==> src/rtl/ckp_gen.sv <==
// ckp_gen - crankshaft/camshaft signal generator.
//
// Produces a toothed-wheel CKP waveform (TOOTH_NUM positions, of which the
// last GAP_NUM are missing) and a cam level that toggles once per crank
// revolution. The tooth period is given in clocks and is double-buffered:
// writes land in a shadow register, and the active period reloads from it
// only at tooth boundaries. This keeps every tooth whole.
//
// Optional feature (macro CKP_GEN_ACCEL_EN): adds a signed delta_in port.
// At each boundary with no period write since the previous boundary, the
// period becomes shadow + delta_in, saturated to [2, 2^PERIOD_WIDTH-1].
// The shadow register takes the same value, so the period ramps linearly.
//
// Ports:
//   clk        module clock
//   rst        asynchronous reset, active-low
//   ena        run request (level); sampled at start and at tooth boundaries
//   period_wr  one-clock strobe, loads period_in into the shadow register
//   period_in  tooth period in clocks (1 is clamped to 2, 0 stops the wheel)
//   delta_in   signed per-tooth period increment (CKP_GEN_ACCEL_EN only)
//   cap        CKP waveform, registered (falling edge = main edge)
//   cam        cam phase level
//   tooth_cnt  current tooth index 0..TOOTH_NUM-1
//   rev_strobe one-clock pulse in the first cycle of tooth 0
//   running    generator active
//   dbg_state  FSM state (0 = IDLE, 1 = RUN)
module ckp_gen #(
  parameter int TOOTH_NUM    = 60,
  parameter int GAP_NUM      = 2,
  parameter int TCNT_WIDTH   = 6,
  parameter int PERIOD_WIDTH = 24
) (
  input  logic                           clk,
  input  logic                           rst,
  input  logic                           ena,
  input  logic                           period_wr,
  input  logic [PERIOD_WIDTH-1:0]        period_in,
`ifdef CKP_GEN_ACCEL_EN
  input  logic signed [PERIOD_WIDTH-1:0] delta_in,
`endif
  output logic                           cap,
  output logic                           cam,
  output logic [TCNT_WIDTH-1:0]          tooth_cnt,
  output logic                           rev_strobe,
  output logic                           running,
  output logic                           dbg_state
);

  localparam logic [PERIOD_WIDTH-1:0] P_ONE  = PERIOD_WIDTH'(1);
  localparam logic [PERIOD_WIDTH-1:0] P_MIN  = PERIOD_WIDTH'(2);
  localparam logic [TCNT_WIDTH-1:0]   T_LAST = TCNT_WIDTH'(TOOTH_NUM - 1);
  localparam logic [TCNT_WIDTH-1:0]   T_GAP  = TCNT_WIDTH'(TOOTH_NUM - GAP_NUM);

  typedef enum logic {S_IDLE = 1'b0, S_RUN = 1'b1} state_t;

  state_t                  r_state, w_state_nxt;
  logic [PERIOD_WIDTH-1:0] r_shadow, w_shadow_nxt;
  logic [PERIOD_WIDTH-1:0] r_active, w_active_nxt;
  logic [PERIOD_WIDTH-1:0] r_pcnt, w_pcnt_nxt;
  logic [TCNT_WIDTH-1:0]   r_tooth, w_tooth_nxt;
  logic                    r_cam, w_cam_nxt;
  logic                    r_rev, w_rev_nxt;
  logic                    r_run, w_run_nxt;
  logic                    r_cap, w_cap_nxt;

  logic [PERIOD_WIDTH-1:0] w_wr_val;
  logic [PERIOD_WIDTH-1:0] w_reload;
  logic                    w_start;
  logic                    w_boundary;

  // A period of 1 cannot produce a high and a low phase, so it becomes 2.
  assign w_wr_val   = (period_in == P_ONE) ? P_MIN : period_in;
  assign w_start    = (r_state == S_IDLE) && ena && (r_shadow != '0);
  assign w_boundary = (r_state == S_RUN) && (r_pcnt == r_active - P_ONE);

`ifdef CKP_GEN_ACCEL_EN
  logic                           r_wr_seen, w_wr_seen_nxt;
  logic signed [PERIOD_WIDTH+1:0] w_sum;
  logic [PERIOD_WIDTH-1:0]        w_ramp;

  // Two guard bits hold the full range of unsigned shadow plus signed delta.
  // The top bit flags a negative sum and the next bit flags an overflow.
  always_comb begin
    w_sum  = $signed({2'b00, r_shadow}) +
             $signed({{2{delta_in[PERIOD_WIDTH-1]}}, delta_in});
    w_ramp = w_sum[PERIOD_WIDTH-1:0];
    if (w_sum[PERIOD_WIDTH+1])                 w_ramp = P_MIN;
    else if (w_sum[PERIOD_WIDTH])              w_ramp = '1;
    else if (w_sum[PERIOD_WIDTH-1:0] < P_MIN)  w_ramp = P_MIN;
    // An explicit write since the last boundary overrides the ramp.
    w_reload = r_wr_seen ? r_shadow : w_ramp;
  end

  always_comb begin
    w_wr_seen_nxt = r_wr_seen;
    if (w_start || w_boundary) w_wr_seen_nxt = 1'b0;
    // A write that shares the boundary edge counts toward the next boundary.
    if (period_wr)             w_wr_seen_nxt = 1'b1;
  end

  always_ff @(posedge clk or negedge rst) begin
    if (!rst) r_wr_seen <= 1'b0;
    else      r_wr_seen <= w_wr_seen_nxt;
  end
`else
  assign w_reload = r_shadow;
`endif

  always_comb begin
    w_state_nxt  = r_state;
    w_shadow_nxt = r_shadow;
    w_active_nxt = r_active;
    w_pcnt_nxt   = r_pcnt;
    w_tooth_nxt  = r_tooth;
    w_cam_nxt    = r_cam;
    w_rev_nxt    = 1'b0;
    w_run_nxt    = r_run;

    case (r_state)
      S_IDLE: begin
        if (w_start) begin
          w_state_nxt  = S_RUN;
          w_active_nxt = r_shadow;
          w_pcnt_nxt   = '0;
          w_tooth_nxt  = '0;
          w_rev_nxt    = 1'b1;
          w_run_nxt    = 1'b1;
        end
      end
      S_RUN: begin
        if (w_boundary) begin
`ifdef CKP_GEN_ACCEL_EN
          if (!r_wr_seen) w_shadow_nxt = w_ramp;
`endif
          w_pcnt_nxt = '0;
          if (!ena || (w_reload == '0)) begin
            w_state_nxt = S_IDLE;
            w_run_nxt   = 1'b0;
            w_tooth_nxt = '0;
          end else begin
            w_active_nxt = w_reload;
            if (r_tooth == T_LAST) begin
              w_tooth_nxt = '0;
              w_cam_nxt   = ~r_cam;
              w_rev_nxt   = 1'b1;
            end else begin
              w_tooth_nxt = r_tooth + TCNT_WIDTH'(1);
            end
          end
        end else begin
          w_pcnt_nxt = r_pcnt + P_ONE;
        end
      end
      default: w_state_nxt = S_IDLE;
    endcase

    // The write lands after the reload decision, so a write that shares
    // the boundary edge first takes effect at the following boundary.
    if (period_wr) w_shadow_nxt = w_wr_val;

    // Decoding the next state keeps cap aligned with tooth_cnt and pcnt.
    w_cap_nxt = w_run_nxt && (w_tooth_nxt < T_GAP) &&
                (w_pcnt_nxt < (w_active_nxt >> 1));
  end

  always_ff @(posedge clk or negedge rst) begin
    if (!rst) begin
      r_state  <= S_IDLE;
      r_shadow <= '0;
      r_active <= '0;
      r_pcnt   <= '0;
      r_tooth  <= '0;
      r_cam    <= 1'b0;
      r_rev    <= 1'b0;
      r_run    <= 1'b0;
      r_cap    <= 1'b0;
    end else begin
      r_state  <= w_state_nxt;
      r_shadow <= w_shadow_nxt;
      r_active <= w_active_nxt;
      r_pcnt   <= w_pcnt_nxt;
      r_tooth  <= w_tooth_nxt;
      r_cam    <= w_cam_nxt;
      r_rev    <= w_rev_nxt;
      r_run    <= w_run_nxt;
      r_cap    <= w_cap_nxt;
    end
  end

  assign cap        = r_cap;
  assign cam        = r_cam;
  assign tooth_cnt  = r_tooth;
  assign rev_strobe = r_rev;
  assign running    = r_run;
  assign dbg_state  = (r_state == S_RUN);

endmodule
==> config.mk <==
export PLATFORM = sky130hd
export DESIGN_NAME = ckp_gen
export DESIGN_NICKNAME = d
export VERILOG_FILES = /design/src/rtl/ckp_gen.sv
export SDC_FILE = /design/constraint.sdc
export NUM_CORES = 1
export LEC_CHECK = 0
export ABC_AREA = 0
export CAP_MARGIN = 20
export CORE_ASPECT_RATIO = 1.75
export CORE_MARGIN = 1
export CORE_UTILIZATION = 52
export CTS_CLUSTER_DIAMETER = 200
export CTS_CLUSTER_SIZE = 12
export DETAILED_ROUTE_END_ITERATION = 16
export HOLD_SLACK_MARGIN = 0.08
export PLACE_DENSITY = 0.75
export SLEW_MARGIN = 0
export SYNTH_ARGS = -nofsm -noshare
export SYNTH_HDL_FRONTEND = slang
export SYNTH_SLANG_ARGS = --single-unit
export TNS_END_PERCENT = 1
==> constraint.sdc <==
create_clock -name clk -period 5.4 [get_ports clk]
set_clock_uncertainty 0.15 [all_clocks]
set_input_delay 0.54 -clock clk [delete_from_list [all_inputs] [get_ports clk]]
set_output_delay 0.54 -clock clk [all_outputs]
set_load 0.1 [all_outputs]
==> reports/metrics.cfg <==
[cts]
cts_root_buf=clkbuf_16
clk_latency_ns=0.35
cts.clk_slew.worst_paths_ns=0.07
clkSinkCount=83
htree_num_levels=3
numCtsBuffers=9
clk_path_buf_depth=2
tritoncts=yes

[synth]
synth_compound_area_share_pct=15.2
async_reset_ff_share_pct=100
synthMuxAreaShare_pct=9.01
yosys.area_share.simple_pct=21.2
synth_edf_count=0
syn-num-nets=633
synth_xor_area_share_pct=5.69
synth_area_leaders=dfrtp_1, mux2_2, ha_1
avgSynthCellArea_um2=9.28
synth_cells=580
synth.top_cell.area_share_pct=38.6
ys_types=67
synth_commonest_cells=dfrtp_1, nand2_1, o21ai_0
yosys.area.top_type=dfrtp_1
post-synth-top-count-cell=dfrtp_1
netlist_area_mm2=0.00539
synthAdderAreaFrac_pct=5.81
synth_top_family_by_area=simple AND/OR/NAND/NOR gates
synth-seq-cells=83
synthFlopType=dfrtp_1
yosysSeqAreaShare_pct=38.6
ys_warn_count=0

[sta]
finalSetupViolCount=0
worst_slack_ns=0.0492
rsz0062_at_grt=yes
drv_slew=0
hold_violations=0
slew_headroom_pct=28.9
fmax_ghz=0.187
fin_tns_setup_ns=0
period_needed_ns=5.35
final.period_utilization_pct=99.1
tightest_slew_ns=1.06

[global_route]
grt.total_usage_pct=29.9
grt_max_degree=84
antenna_found_initial=0
grt_pass1_wl_um=24200
grt_pass1_vias=4884
grt_overflow=0

[critical_path]
critPathKind=reg -> reg
cp_max_fo=7
worst_setup_path_end_kind=flip-flop
arrival_ns=5.47
cp-start-kind=flip-flop
ff2ff_path_depth=22
critical_path_required_ns=5.51

[floorplan]
start_util_pct=54.0
pin_count=39
placementRows=48
die_x_um=78.9
core_area_mm2=0.00997
dieArea_mm2=0.0108
die_y_um=137

[routing]
routed_wl_um=15800
wl_per_cell_um=20.0
first_iter_violations=366
first_pass_iters=8
vias=4966
antenna_left=0
avgViaCountPerCell=6.30
drc=0

[power_and_ir_drop]
power_frac_clock_pct=48.6
power_w=0.00142
internal_power_w=0.00109
powerDensity_mw_per_mm2=209
p_seq_share_pct=46.4
p_sw_share_pct=23.3
switchingPower_w=0.000331
ir_worst_vdd_uv=318
combPwrFrac_pct=5.0
leakage_nw=3.02

[outcome]
status=completed

[place]
gp_congestion=0.927
port_buffers=38
dp_hpwl_um=11200
dp_slack_ns=-0.0291
placedCellCount=758
place_area_mm2=0.00614

[job]
drv_cap=0

[final_layout]
layout-drive-gt1-share_pct=21.0
nets=711
fin_area_mm2=0.00680
final_cells=788
diodes=0
area_growth_pct=26.3

[hold_path]
hp-class=reg -> reg
hold_path_depth=1

-- state kept, by name (all words and copies together) (netlist names) --
name and flops:
running 1, cam 1, r_shadow 24, tooth_cnt 6, r_pcnt 24, cap 1, rev_strobe 1, r_active 24
dbg_state 1
-- metal layers --
layer / up-vias / part of all wire, % / track usage (%)
li1: 2281 / - / -
met3: 68 / 4.0 / 3.00
met1: 2417 / 38 / 33.5
met5: - / 0 / 0
met2: 200 / 53 / 54.1
met4: 0 / 5.5 / 17.3
-- cells by family (layout without fill, tap and decap cells) --
| logic type | count (synthesis) | after routing |
|---|---|---|
| adder cells (fa/ha/maj) | 25 | 25 |
| multiplexers | 45 | 45 |
| XOR/XNOR | 35 | 35 |
| buffers and inverters | 61 | 144 |
| AO/OA/AOI/OAI | 127 | 127 |
| AND/OR/NAND/NOR | 204 | 204 |
| flip-flops | 83 | 83 |
-- per-stage QoR --
stage / hold slack, ns / utilization, %
finish: 0.315 / 68.2
global route: 0.355 / 68.2
CTS: 0.273 / 65.3
detailed placement: 0.315 / 61.6
global placement: 0.307 / 61.6
floorplan: 0.0944 / -
-- worst max-delay path, stage by stage, from the launching register on --
cell and delay (ns):
dfrtp_1 0.38, buf_4 0.14, or4_4 0.43, buf_4 0.18
nor4_4 0.29, a31oi_1 0.07, a311oi_1 0.36, nand4_1 0.19
nand4b_4 0.23, a21oi_4 0.26, buf_6 0.16, buf_4 0.17
mux2i_1 0.13, ha_1 0.23, a21o_1 0.19, a21o_1 0.18
a21o_1 0.16, a21o_1 0.17, a211o_1 0.29, a31o_2 0.25
a311o_1 0.27, a211o_1 0.25, a211oi_2 0.14
-- repair_timing --
item                                    4_1_cts  5_1_grt
pin swaps                                     1       18
buffers inserted                              3        7
hold buffers                                  0        1
gates resized for setup                       2       35
endpoints found under the setup margin        1        1
cloned                                        0        2
hold endpoints to repair                      0        9
-- power by group through the flow --
stage / Clock [W] / Sequential, W / Combinational [W]
CTS: 0.000696 / 0.000658 / 0.0000685
finish: 0.000692 / 0.000660 / 0.0000706
floorplan: 0 / 0.000661 / 0.0000282
global placement: 0 / 0.000670 / 0.0000663
global route: 0.000718 / 0.000661 / 0.0000770
detailed placement: 0 / 0.000670 / 0.0000683
-- final cells by class --
cell class,count,area (µm²)
inverter,35,131
fill,784,3170
tap,125,156
sequential,83,2080
clock inverter,7,105
multi-input combinational,436,3240
clock buffer,9,225
timing repair buffer,93,868
-- final timing paths --
path                              from         end  slack [ns]
min in group asynchronous          rst   r_pcnt[2]        0.42
max reg2reg                r_active[6]         cap        0.05
max                        r_active[6]         cap        0.05
min                                cam         cam        0.31
min reg2reg                        cam         cam        0.31
max in group asynchronous          rst  r_pcnt[17]        4.08
-- cells in the final DEF (no fill, tap or decap), types with 17 or more instances in the layout --
| cell type | instances |
|---|---|
| inv_1 | 31 |
| clkdlybuf4s50_1 | 37 |
| ha_1 | 25 |
| dfrtp_1 | 83 |
| nand2_1 | 56 |
| xor2_1 | 17 |
| nor2_1 | 29 |
| nor4_1 | 18 |
| o21ai_0 | 35 |
| buf_4 | 49 |
| xnor2_1 | 18 |
| mux2_2 | 28 |
Note: power is estimated with default switching activity, not from simulation.
